--- config.mk ---
export PLATFORM = sky130hd
export DESIGN_NAME = if_fetch
export DESIGN_NICKNAME = d
export VERILOG_FILES = /design/src/rtl/if_fetch.sv
export SDC_FILE = /design/constraint.sdc
export NUM_CORES = 1
export LEC_CHECK = 0
export BUFFER_PORTS_ARGS = -buffer_cell sky130_fd_sc_hd__buf_4
export CORE_MARGIN = 2
export CORE_UTILIZATION = 50
export CTS_CLUSTER_SIZE = 14
export DETAILED_ROUTE_END_ITERATION = 8
export PLACE_DENSITY = 0.73
export SLEW_MARGIN = 20
export SYNTH_ARGS = -nofsm -noshare
export SYNTH_HDL_FRONTEND = slang
export SYNTH_SLANG_ARGS = --single-unit
--- constraint.sdc ---
create_clock -name clk_in -period 5.35 [get_ports clk_in]
set_input_delay 0.535 -clock clk_in [delete_from_list [all_inputs] [get_ports clk_in]]
set_output_delay 0.535 -clock clk_in [all_outputs]
set_load 0.02 [all_outputs]
--- src/rtl/if_fetch.sv ---
// if_fetch: instruction fetch unit. Owns the PC, issues in-order word fetches
// over a req/gnt/rvalid bus and buffers returned words in a 2-entry FIFO.
// Build option IF_FETCH_PREFETCH_EN: when defined, up to two fetches may be in
// flight (credit depth 2); when undefined, a fetch is issued only with nothing
// in flight and an empty FIFO (credit depth 1).
module if_fetch #(
    parameter logic [31:0] RESET_PC = 32'h0000_0000
) (
    input  logic        clk_in,
    input  logic        reset_in,
    input  logic        stall_in,
    input  logic        jump_flag_in,
    input  logic [31:0] jump_addr_in,
    output logic        ibus_req_out,
    output logic [31:0] ibus_addr_out,
    input  logic        ibus_gnt_in,
    input  logic        ibus_rvalid_in,
    input  logic [31:0] ibus_rdata_in,
    output logic [31:0] inst_out,
    output logic [31:0] inst_addr_out,
    output logic        inst_valid_out
);

`ifdef IF_FETCH_PREFETCH_EN
    localparam int DEPTH = 2;
`else
    localparam int DEPTH = 1;
`endif
    localparam logic [31:0] NOP = 32'h0000_0013;

    typedef enum logic [1:0] {BOOT, FETCH, DISCARD} state_t;

    state_t      state, state_n;
    logic [31:0] pc;
    logic [1:0]  outstanding;
    logic [1:0]  discard_cnt;
    logic [1:0]  fifo_cnt;
    logic [1:0]  aq_cnt;
    logic [31:0] fifo_data [2];
    logic [31:0] fifo_addr [2];
    logic [31:0] aq_addr   [2];

    logic        accept;
    logic        push;
    logic        pop;
    logic [1:0]  rsp_dec;
    logic        fifo_wr_idx;
    logic        aq_wr_idx;
    logic        unused_jaddr_bits;

    // Target is word aligned; the low address bits are ignored.
    assign unused_jaddr_bits = ^jump_addr_in[1:0];

    // Credit = in-flight fetches + buffered words; never exceed DEPTH.
    assign ibus_req_out  = (state == FETCH) && !jump_flag_in &&
                           (({1'b0, outstanding} + {1'b0, fifo_cnt}) < 3'(DEPTH));
    assign ibus_addr_out = pc;
    assign accept        = ibus_req_out && ibus_gnt_in;

    // A response only counts against outstanding if one is actually pending;
    // this keeps stray responses after reset from wrapping the counter.
    assign rsp_dec = {1'b0, ibus_rvalid_in && (outstanding != 2'd0)};

    // Responses are kept only in FETCH and never in the flush cycle.
    assign push = ibus_rvalid_in && (state == FETCH) && !jump_flag_in;
    assign pop  = inst_valid_out && !stall_in && !jump_flag_in;

    // Write slot after an optional same-cycle pop shifts the head out.
    assign fifo_wr_idx = fifo_cnt[1] | (fifo_cnt[0] & ~pop);
    assign aq_wr_idx   = aq_cnt[1]   | (aq_cnt[0]   & ~push);

    assign inst_valid_out = (fifo_cnt != 2'd0);
    assign inst_out       = inst_valid_out ? fifo_data[0] : NOP;
    assign inst_addr_out  = inst_valid_out ? fifo_addr[0] : 32'd0;

    // Next-state: flush overrides everything and picks DISCARD if stale
    // responses remain after this cycle's (dropped) response.
    always_comb begin
        state_n = state;
        case (state)
            BOOT:    state_n = FETCH;
            DISCARD: if (ibus_rvalid_in && discard_cnt == 2'd1) state_n = FETCH;
            default: ;
        endcase
        if (jump_flag_in)
            state_n = ((outstanding - rsp_dec) != 2'd0) ? DISCARD : FETCH;
    end

    // State, PC and all occupancy counters.
    always_ff @(posedge clk_in) begin
        if (reset_in) begin
            state       <= BOOT;
            pc          <= RESET_PC;
            outstanding <= 2'd0;
            discard_cnt <= 2'd0;
            fifo_cnt    <= 2'd0;
            aq_cnt      <= 2'd0;
        end else begin
            state       <= state_n;
            outstanding <= outstanding + {1'b0, accept} - rsp_dec;
            if (jump_flag_in) begin
                pc          <= {jump_addr_in[31:2], 2'b00};
                fifo_cnt    <= 2'd0;
                aq_cnt      <= 2'd0;
                discard_cnt <= outstanding - rsp_dec;
            end else begin
                if (accept)
                    pc <= pc + 32'd4;
                if (state == DISCARD && ibus_rvalid_in && discard_cnt != 2'd0)
                    discard_cnt <= discard_cnt - 2'd1;
                fifo_cnt <= fifo_cnt + {1'b0, push} - {1'b0, pop};
                aq_cnt   <= aq_cnt + {1'b0, accept} - {1'b0, push};
            end
        end
    end

    // Shift-register storage for the instruction FIFO and in-flight address
    // queue; a push landing in slot 0 overrides the shift from a pop.
    always_ff @(posedge clk_in) begin
        if (pop) begin
            fifo_data[0] <= fifo_data[1];
            fifo_addr[0] <= fifo_addr[1];
        end
        if (push) begin
            fifo_data[fifo_wr_idx] <= ibus_rdata_in;
            fifo_addr[fifo_wr_idx] <= aq_addr[0];
            aq_addr[0]             <= aq_addr[1];
        end
        if (accept)
            aq_addr[aq_wr_idx] <= pc;
    end

    // Credit accounting must make a push into a full FIFO impossible.
    always_ff @(posedge clk_in) begin
        if (!reset_in)
            assert (!(push && !pop && fifo_cnt == 2'd2));
    end

endmodule
==> results_dict.tcl, run 1 <==
set metrics [dict create \
    ctsResizeCount 0 \
    clk_pin_slew_ns 0.06 \
    yosysUniqueCellTypes 60 \
    route.detailed.drc 0 \
    cts_buffer_depth 3 \
    setup_violations 0 \
    timing.rr.start "fifo_cnt[0]" \
    die_h_um 142.4 \
    synth.area.top_cells "edfxtp_1 (58%), dfxtp_1 (8.4%), mux2_1 (5.9%)" \
    cp.required_ns 5.59 \
    finalWirelength_mm 19.95 \
    multi_input_area_mm2 0.003042 \
    yosysTopAreaCell "edfxtp_1" \
    end_kind "flop" \
    regArea_mm2 0.006326 \
    p_leak_nw 4.306 \
    track_usage 0.1918 \
    worst_pin_slew_ns 1.035 \
    fin_area_mm2 0.01181 \
    slowest_delay_ns 0.51 \
    layout-drive-gt1-share 0.3101 \
    status "complete, no violations" \
    drt-vias-per-instance 5.565 \
    yosys.area_share.adder 0.01646 \
    synth_flop_cell "edfxtp_1" \
    synth_top_area_share 0.5770 \
    cts_buffers 24 \
    first_global_vias 5999 \
    reg2reg_depth 9 \
    min_from "ibus_rdata_in[2]" \
    report.final.slew_viol_count 0 \
    ctsHoldBuffers 0 \
    grt_overflow 0 \
    crit_fanout 24 \
    synthArstFlopShare 0 \
    grt_max_degree 65 \
    area_growth_pct 23.34 \
    worstHoldEndpoint "fifo_data[1][2]" \
    synth-simple-area-share 0.1162 \
    clock_skew_ns 0.01286 \
    syn_inst 669 \
    ant_nets 0 \
    synth_compound_area_frac 0.04534 \
    cts.htree.levels 1 \
    numClockSinks 224 \
    worstPathCellList "ha_1 -> inv_1 -> fa_1 -> nand4b_1 -> nor2_4 -> inv_2 -> nor3_4 -> buf_4 -> mux2_1" \
    slowest_stage "fa_1" \
    synth_common_cells "edfxtp_1 (184), nor2b_1 (68), mux2_1 (50), mux2_2 (44), dfxtp_1 (40)" \
    rsz0062_at_grt "no" \
    post_cts_buffers 0 \
    p_per_area_mw_per_mm2 374.1 \
    rrSetupSlack_ns 1.67 \
    design.final.nets 912 \
    ys_ff_latch 224 \
    yosysSeqAreaShare 0.6607 \
    vdd_drop_max_uv 283.1 \
    worstSetupPathType "flop to flop" \
    vias 6021 \
    clk_latency_ns 0.50 \
    hpwl_mm 12.83 \
    avgSynthCellArea_um2 14.31 \
    drtIter0Drc 465 \
    routedWlPerCell_um 18.44 \
    io_pins 168 \
    synth.cell_area_mm2 0.009575 \
    r2r_end "aq_addr[0][13]" \
    drt_pass1_iterations 5 \
    post-synth-top-count-cell "edfxtp_1" \
    hold_path.class "primary input to flop" \
    rows 50 \
    start_kind "flop" \
    period_share 0.6873 \
    die_w_um 142.4 \
    core_area_mm2 0.01877 \
    drv_cap 0 \
    antenna_found_initial 0 \
    final_hold_viol_count 0 \
    dieArea_mm2 0.02027 \
    final.fill_count 1390 \
    slew_headroom 0.3077 \
    synth-xor-area-share 0.01921 \
    synth_mux_area_frac 0.1158 \
    dpl_cell_area_mm2 0.01100 \
    antenna-diode-count 0 \
    synth_top_family_by_area "simple AND/OR/NAND/NOR gates" \
    yosysWarnings 0 \
    period_needed_ns 3.677 \
    cp.arrival_ns 3.91 \
    cts-root-buf "clkbuf_16" \
    portBuffers 161 \
    start_util 0.5102 \
    fmax_mhz 272.0 \
    grt_pass1_wl_mm 31.08 \
    gp_congestion 0.8365 \
    hold_depth 1 \
    finalSetupTns_ns 0 \
    synth_edf_count 184 \
    cts_tree "done" \
]
[per-stage QoR]
step / power, W / hold slack (ns) / std cells / util / setup slack (ns)
after floorplan: 0.002563 / 0.4204 / 672 / - / 1.226
after global placement: 0.002757 / 0.4352 / 1038 / 0.5861 / 1.802
after detailed placement: 0.002789 / 0.4354 / 1038 / 0.5861 / 1.713
after CTS: 0.004456 / 0.1974 / 1082 / 0.6293 / 1.682
after global routing: 0.004591 / 0.1970 / 1082 / 0.6293 / 1.475
final: 0.004418 / 0.2172 / 1082 / 0.6293 / 1.673
[where the power goes]
part	internal (W)	switching (W)	leakage (nW)
clock	0.00103	0.000639	0.385
combinational	0.000263	0.000351	1.91
sequential	0.00206	0.0000840	2.01
[layout by cell type, fill, tap and decap left out, types with 11 or more instances in the layout]
master	count
a21oi_1	14
a31oi_1	12
buf_4	168
clkbuf_16	25
dfxtp_1	40
edfxtp_1	184
ha_1	11
inv_1	20
mux2_1	50
mux2_2	44
nand2_1	22
nand4_1	17
nor2_1	22
nor2b_1	68
xnor2_1	12
[registers in the layout (all words and copies together) (netlist names)]
signal / flops
fifo_cnt: 2
outstanding: 2
fifo_data: 64
fifo_addr: 60
state: 2
aq_addr: 60
aq_cnt: 2
discard_cnt: 2
ibus_addr_out: 30
[final cells by class]
cell class,count,area share
Timing Repair Buffer,168,0.1068
Tap cell,234,0.02479
Sequential cell,224,0.5356
Clock inverter,12,0.01165
Clock buffer,32,0.05689
Multi-Input combinational cell,391,0.2575
Inverter,21,0.006674
[kinds of logic after synthesis]
kind of cell             count (synthesis)
flip-flops                             224
AND/OR/NAND/NOR                        188
multiplexers                            99
AO/OA/AOI/OAI                           67
buffers and inverters                   57
XOR/XNOR                                21
adder cells (fa/ha/maj)                 12
other                                    1
[layer usage]
metal	part of all wire	up-vias	routed length, um	track usage
met5	0	-	0	0
met1	0.44	2918	8783	0.2575
met3	0.066	35	1324	0.03600
met4	0.019	0	376	0.05680
li1	-	2820	-	-
met2	0.47	248	9463	0.3206
[worst max-delay path: cells and delay by family, from the launching register on]
family / cells / cell delay, ns
DFF: 1 / 0.44
buffers and inverters: 3 / 0.77
adders and majority gates: 2 / 0.70
muxes: 1 / 0.38
and+or+nand+nor: 3 / 1.10
[worst max path at each step]
stage	startpoint	to
2_1_floorplan	jump_flag_in	fifo_addr[1][10]
3_3_place_gp	fifo_cnt[0]	aq_addr[0][23]
3_5_place_dp	fifo_cnt[0]	aq_addr[0][19]
4_1_cts	fifo_cnt[0]	aq_addr[0][13]
5_1_grt	fifo_cnt[0]	aq_addr[0][13]
6_report	fifo_cnt[0]	aq_addr[0][13]
Note: power is estimated with default switching activity, not from simulation.
==> run 2: changes to the inputs <==
--- a/config.mk
+++ b/config.mk
@@ -10,7 +10,7 @@
 export CORE_UTILIZATION = 50
 export CTS_CLUSTER_SIZE = 14
 export DETAILED_ROUTE_END_ITERATION = 8
-export PLACE_DENSITY = 0.73
+export PLACE_DENSITY = 0.75
 export SLEW_MARGIN = 20
 export SYNTH_ARGS = -nofsm -noshare
 export SYNTH_HDL_FRONTEND = slang
==> constraint.sdc (replaced) <==
create_clock -name clk_in -period 3.2 [get_ports clk_in]
set_input_delay 0.32 -clock clk_in [delete_from_list [all_inputs] [get_ports clk_in]]
set_output_delay 0.32 -clock clk_in [all_outputs]
set_load 0.02 [all_outputs]
==> run 2 against run 1 <==
Cell count up 2.2%; clock power up 52%; clock-buffer cell count down 3; via count up 0.91%; sequential share of layout area down 1.0 points; sequential power up 67%; critical endpoint is now aq_addr[0][20]; largest cell class unchanged; largest power group unchanged.
==> results_dict.tcl, run 2 (synthesized netlist as in run 1, its figures left out) <==
set metrics [dict create \
    status "complete, no violations" \
    start_kind "flop" \
    grt_pass1_wl_mm 30.81 \
    gp_congestion 0.8485 \
    hold_path.class "primary input to flop" \
    die_h_um 142.4 \
    cts-root-buf "clkbuf_16" \
    track_usage 0.1910 \
    end_kind "flop" \
    cp.arrival_ns 3.04 \
    rsz0062_at_grt "no" \
    report.final.slew_viol_count 0 \
    clk_pin_slew_ns 0.07 \
    stdcell_count 1106 \
    grt_max_degree 64 \
    finalWirelength_mm 19.88 \
    drt_pass1_iterations 5 \
    ant_nets 0 \
    worst_pin_slew_ns 1.013 \
    cts_buffer_depth 3 \
    p_leak_nw 4.395 \
    antenna_found_initial 0 \
    cts.htree.levels 1 \
    drt-vias-per-instance 5.494 \
    slew_headroom 0.3223 \
    worst-path-buf-inv 3 \
    slowest_delay_ns 0.56 \
    largest_reg_flops 64 \
    grt_overflow 0 \
    clock_skew_ns 0.01958 \
    hpwl_mm 12.60 \
    portBuffers 161 \
    final_common_cell "edfxtp_1" \
    dpl_cell_area_mm2 0.01107 \
    drv_cap 0 \
    core_area_mm2 0.01877 \
    utilization 0.6413 \
    first_global_vias 5921 \
    numClockSinks 224 \
    die_w_um 142.4 \
    route.detailed.drc 0 \
    clk_latency_ns 0.50 \
    period_share 0.8787 \
    vdd_drop_max_uv 351.1 \
    final_cell_mix "edfxtp_1 (184), buf_4 (167), nor2b_1 (68)" \
    cts_tree "done" \
    antenna-diode-count 0 \
    layout-drive-gt1-share 0.3005 \
    final_hold_viol_count 0 \
    rows 50 \
    io_pins 168 \
    worstPathCellList "inv_1 -> fa_1 -> nand4b_1 -> nor2_4 -> inv_2 -> nor3_4 -> buf_12 -> mux2_1" \
    setup_violations 0 \
    ctsResizeCount 0 \
    cts_buffers 22 \
    fin_area_mm2 0.01204 \
    design.final.nets 938 \
    reg.largest.list "fifo_data x64, aq_addr x60, fifo_addr x60" \
    vias 6076 \
    finalSetupTns_ns 0 \
    place_inst 1041 \
    area_growth_pct 25.70 \
    crit_fanout 30 \
    p_per_area_mw_per_mm2 596.6 \
    slowest_stage "fa_1" \
    cp.required_ns 3.43 \
    dieArea_mm2 0.02027 \
    worstSetupPathType "flop to flop" \
    drtIter0Drc 458 \
    start_util 0.5102 \
    fmax_mhz 355.6 \
    path_delay_family "simple AND/OR/NAND/NOR gates" \
    period_needed_ns 2.812 \
    routedWlPerCell_um 17.97 \
    top_register "fifo_data" \
]
run 2: metal layers:
layer	wire length [um]	vias up	GRT usage
met2	9685	255	0.3260
met5	0	-	0
met3	1429	34	0.03701
met1	8392	2925	0.2547
met4	369	0	0.04534
li1	-	2862	-
run 2: worst paths after layout:
kind	startpoint	to	slack, ns	cells past startpoint
setup / recovery	fifo_cnt[1]	aq_addr[0][20]	0.39	8
hold / removal	ibus_rdata_in[30]	fifo_data[1][30]	0.02	1
setup reg to reg	fifo_cnt[1]	aq_addr[0][20]	0.39	8
hold reg to reg	aq_addr[0][27]	fifo_addr[1][27]	0.45	0
run 2: area by class of cell:
cell class                      count  area, um2
Clock buffer                       29      608.1
Tap cell                          234      292.8
Multi-Input combinational cell    391       3042
Clock inverter                     11      105.1
Sequential cell                   224       6326
Inverter                           21      78.83
Fill cell                        1356       6731
Timing Repair Buffer              196       1584
run 2: report_power, final:
part           internal [W]  total [W]  switching (W)
logic              0.000483    0.00108       0.000596
clock network       0.00150    0.00253        0.00103
registers           0.00343    0.00357       0.000138
total               0.00541    0.00718        0.00177
run 2: timing repair:
item,4_1_cts,5_1_grt
hold buffers,15,10
endpoints found under the hold margin,15,10
buffers inserted,0,0
run 2: through the flow:
stage | total power [W] | hold slack (ns) | setup slack, ns
floorplan | 0.004286 | 0.4189 | 0.1406
global placement | 0.004635 | 0.4337 | 0.5038
detailed placement | 0.004691 | 0.4351 | 0.4257
CTS | 0.007241 | 0.0009491 | 0.3945
global route | 0.007489 | -0.00002778 | 0.2208
finish | 0.007181 | 0.01945 | 0.3882
run 2: worst reg2reg max path: cells and delay by family (launching register included):
kind	cells	cell delay, ns
fa+ha+maj	1	0.56
buf+inv	3	0.51
mux	1	0.37
simple gates	3	0.61
flops	1	0.47
==> run 3: changes to the inputs <==
--- a/config.mk
+++ b/config.mk
@@ -10,7 +10,7 @@
 export CORE_UTILIZATION = 50
 export CTS_CLUSTER_SIZE = 14
 export DETAILED_ROUTE_END_ITERATION = 8
-export PLACE_DENSITY = 0.75
+export PLACE_DENSITY = 0.73
 export SLEW_MARGIN = 20
 export SYNTH_ARGS = -nofsm -noshare
 export SYNTH_HDL_FRONTEND = slang
==> constraint.sdc (replaced) <==
create_clock -name clk_in -period 3.3 [get_ports clk_in]
set_input_delay 0.33 -clock clk_in [delete_from_list [all_inputs] [get_ports clk_in]]
set_output_delay 0.33 -clock clk_in [all_outputs]
set_load 0.02 [all_outputs]
==> run 3 against run 2 <==
Utilization increased by 1.1 points; worst setup slack improved by 0.13 ns; sequential power decreased by 3%; critical path depth increased by 1; cell count increased by 0.81%; non-clock buffer count increased by 5; combinational power about the same; largest power group unchanged; fmax increased by 0.95%; clock power increased by 16%; critical endpoint is now aq_addr[0][15]; clock-buffer cell count increased by 3.
==> results_dict.tcl, run 3 (synthesized netlist as in run 1, its figures left out) <==
set metrics [dict create \
    cts-root-buf "clkbuf_16" \
    clkPwrFrac 0.394 \
    r2r_end "aq_addr[0][15]" \
    power_frac_comb 0.142 \
    rows 50 \
    rrSetupSlack_ns 0.51 \
    gp_congestion 0.8283 \
    vdd_drop_max_uv 369.9 \
    p_per_area_mw_per_mm2 608.3 \
    clk_latency_ns 0.51 \
    route.detailed.drc 0 \
    worstSetupPathType "flop to flop" \
    timing.critical_path.from "fifo_cnt[0]" \
    grt_pass1_wl_mm 31.64 \
    seqPwrFrac 0.465 \
    period_share 0.8441 \
    first_global_vias 6067 \
    setup_ws_ns 0.5146 \
    ant_nets 0 \
    crit_fanout 30 \
    reg.largest.list "fifo_data x64, aq_addr x60, fifo_addr x60" \
    area_growth_pct 27.90 \
    drv_cap 0 \
    reg2reg_depth 9 \
    layout-drive-gt1-share 0.3042 \
    hpwl_mm 12.62 \
    timing.rr.start "fifo_cnt[0]" \
    portBuffers 161 \
    fin_area_mm2 0.01225 \
    fmax_mhz 359.0 \
    p_leak_nw 4.497 \
    status "complete, no violations" \
    drt-vias-per-instance 5.457 \
    dpl_cell_area_mm2 0.01107 \
    dp_worst_setup_slack_ns 0.5300 \
    switchingPower_w 0.001770 \
    cts_buffers 24 \
    endpoint "aq_addr[0][15]" \
    vias 6084 \
    clk_pin_slew_ns 0.06 \
    final_hold_viol_count 0 \
    start_util 0.5102 \
    cp.arrival_ns 3.04 \
    post_cts_buffers 0 \
    finalWirelength_mm 20.14 \
    drtIter0Drc 491 \
    place_inst 1041 \
    ctsResizeCount 0 \
    grt_max_degree 64 \
    swShare 0.2376 \
    drt_pass1_iterations 7 \
    numClockSinks 224 \
    end_kind "flop" \
    period_needed_ns 2.785 \
    dieArea_mm2 0.02027 \
    antenna_found_initial 0 \
    start_kind "flop" \
    holdWs_ns 0.02858 \
    p_int_w 0.005679 \
    cts_tree "done" \
    top_register "fifo_data" \
    stdcell_count 1115 \
    die_w_um 142.4 \
    largest_reg_flops 64 \
    rsz0062_at_grt "no" \
    setup_violations 0 \
    cp.required_ns 3.55 \
    antenna-diode-count 0 \
    io_pins 168 \
    ctsHoldBuffers 27 \
    final.fill_count 1367 \
    clock_skew_ns 0.008217 \
    slew_headroom 0.3422 \
    track_usage 0.1952 \
    worst_pin_slew_ns 0.9831 \
    final_cell_mix "edfxtp_1 (184), buf_4 (167), nor2b_1 (68)" \
    die_h_um 142.4 \
    grt_overflow 0 \
    design.final.nets 945 \
    cts_buffer_depth 3 \
    min_from "ibus_rdata_in[2]" \
    routedWlPerCell_um 18.07 \
    report.final.slew_viol_count 0 \
    final_common_cell "edfxtp_1" \
    finalSetupTns_ns 0 \
    hold_path.class "primary input to flop" \
    core_area_mm2 0.01877 \
    cts.htree.levels 1 \
]
run 3: changes by cell type in the layout (fill, tap and decap cells not counted), sizes merged:
| cell | previous run | this run |
|---|---|---|
| dlygate4sd3 | 25 | 30 |
| bufinv | 2 | 6 |
| clkbuf | 29 | 32 |
| clkinv | 7 | 5 |
| clkinvlp | 2 | 1 |
run 3: per-stage QoR:
| stage | total power, W | utilization |
|---|---|---|
| 3_3_place_gp | 0.004498 | 0.5900 |
| 5_1_grt | 0.007748 | 0.6525 |
| 2_1_floorplan | 0.004156 | - |
| 3_5_place_dp | 0.004543 | 0.5900 |
| 6_report | 0.007450 | 0.6525 |
| 4_1_cts | 0.007515 | 0.6509 |
run 3: cell type report:
| class | count | area, um2 | area share |
|---|---|---|---|
| Multi-Input combinational cell | 391 | 3042 | 0.2484 |
| Clock inverter | 12 | 211.5 | 0.01727 |
| Sequential cell | 224 | 6326 | 0.5166 |
| Clock buffer | 32 | 661.9 | 0.05405 |
| Timing Repair Buffer | 201 | 1634 | 0.1334 |
| Inverter | 21 | 78.83 | 0.006436 |
| Tap cell | 234 | 292.8 | 0.02391 |
run 3: worst min path at each step:
stage | slack [ns] | cells after the start | endpoint
floorplan | 0.42 | 0 | fifo_addr[1][10]
global placement | 0.43 | 0 | fifo_addr[1][24]
detailed placement | 0.43 | 0 | fifo_addr[1][25]
CTS | 0.0004 | 1 | fifo_data[1][22]
global route | 0.0007 | 1 | fifo_data[1][9]
finish | 0.03 | 1 | fifo_data[1][2]
run 3: critical path, cell delays in order (launching register included):
cell and delay, ns:
dfxtp_1 0.42, ha_1 0.20, inv_1 0.05, fa_1 0.51, nand4b_1 0.23, nor2_4 0.16
inv_2 0.12, nor3_4 0.23, buf_12 0.24, mux2_1 0.36
run 3: per-layer routing:
| layer | routed length, um | GRT usage | part of all wire | up-vias |
|---|---|---|---|---|
| li1 | - | - | - | 2877 |
| met1 | 8968 | 0.2645 | 0.45 | 2951 |
| met2 | 9593 | 0.3298 | 0.48 | 229 |
| met3 | 1293 | 0.03398 | 0.064 | 27 |
| met4 | 287 | 0.04898 | 0.014 | 0 |
| met5 | 0 | 0 | 0 | - |
run 3: power groups by stage:
stage / Clock (W) / Sequential, W / Combinational (W)
3_3_place_gp: 0 / 0.00351 / 0.000990
5_1_grt: 0.00311 / 0.00349 / 0.00115
2_1_floorplan: 0 / 0.00350 / 0.000655
6_report: 0.00293 / 0.00346 / 0.00105
3_5_place_dp: 0 / 0.00352 / 0.00102
4_1_cts: 0.00299 / 0.00346 / 0.00106
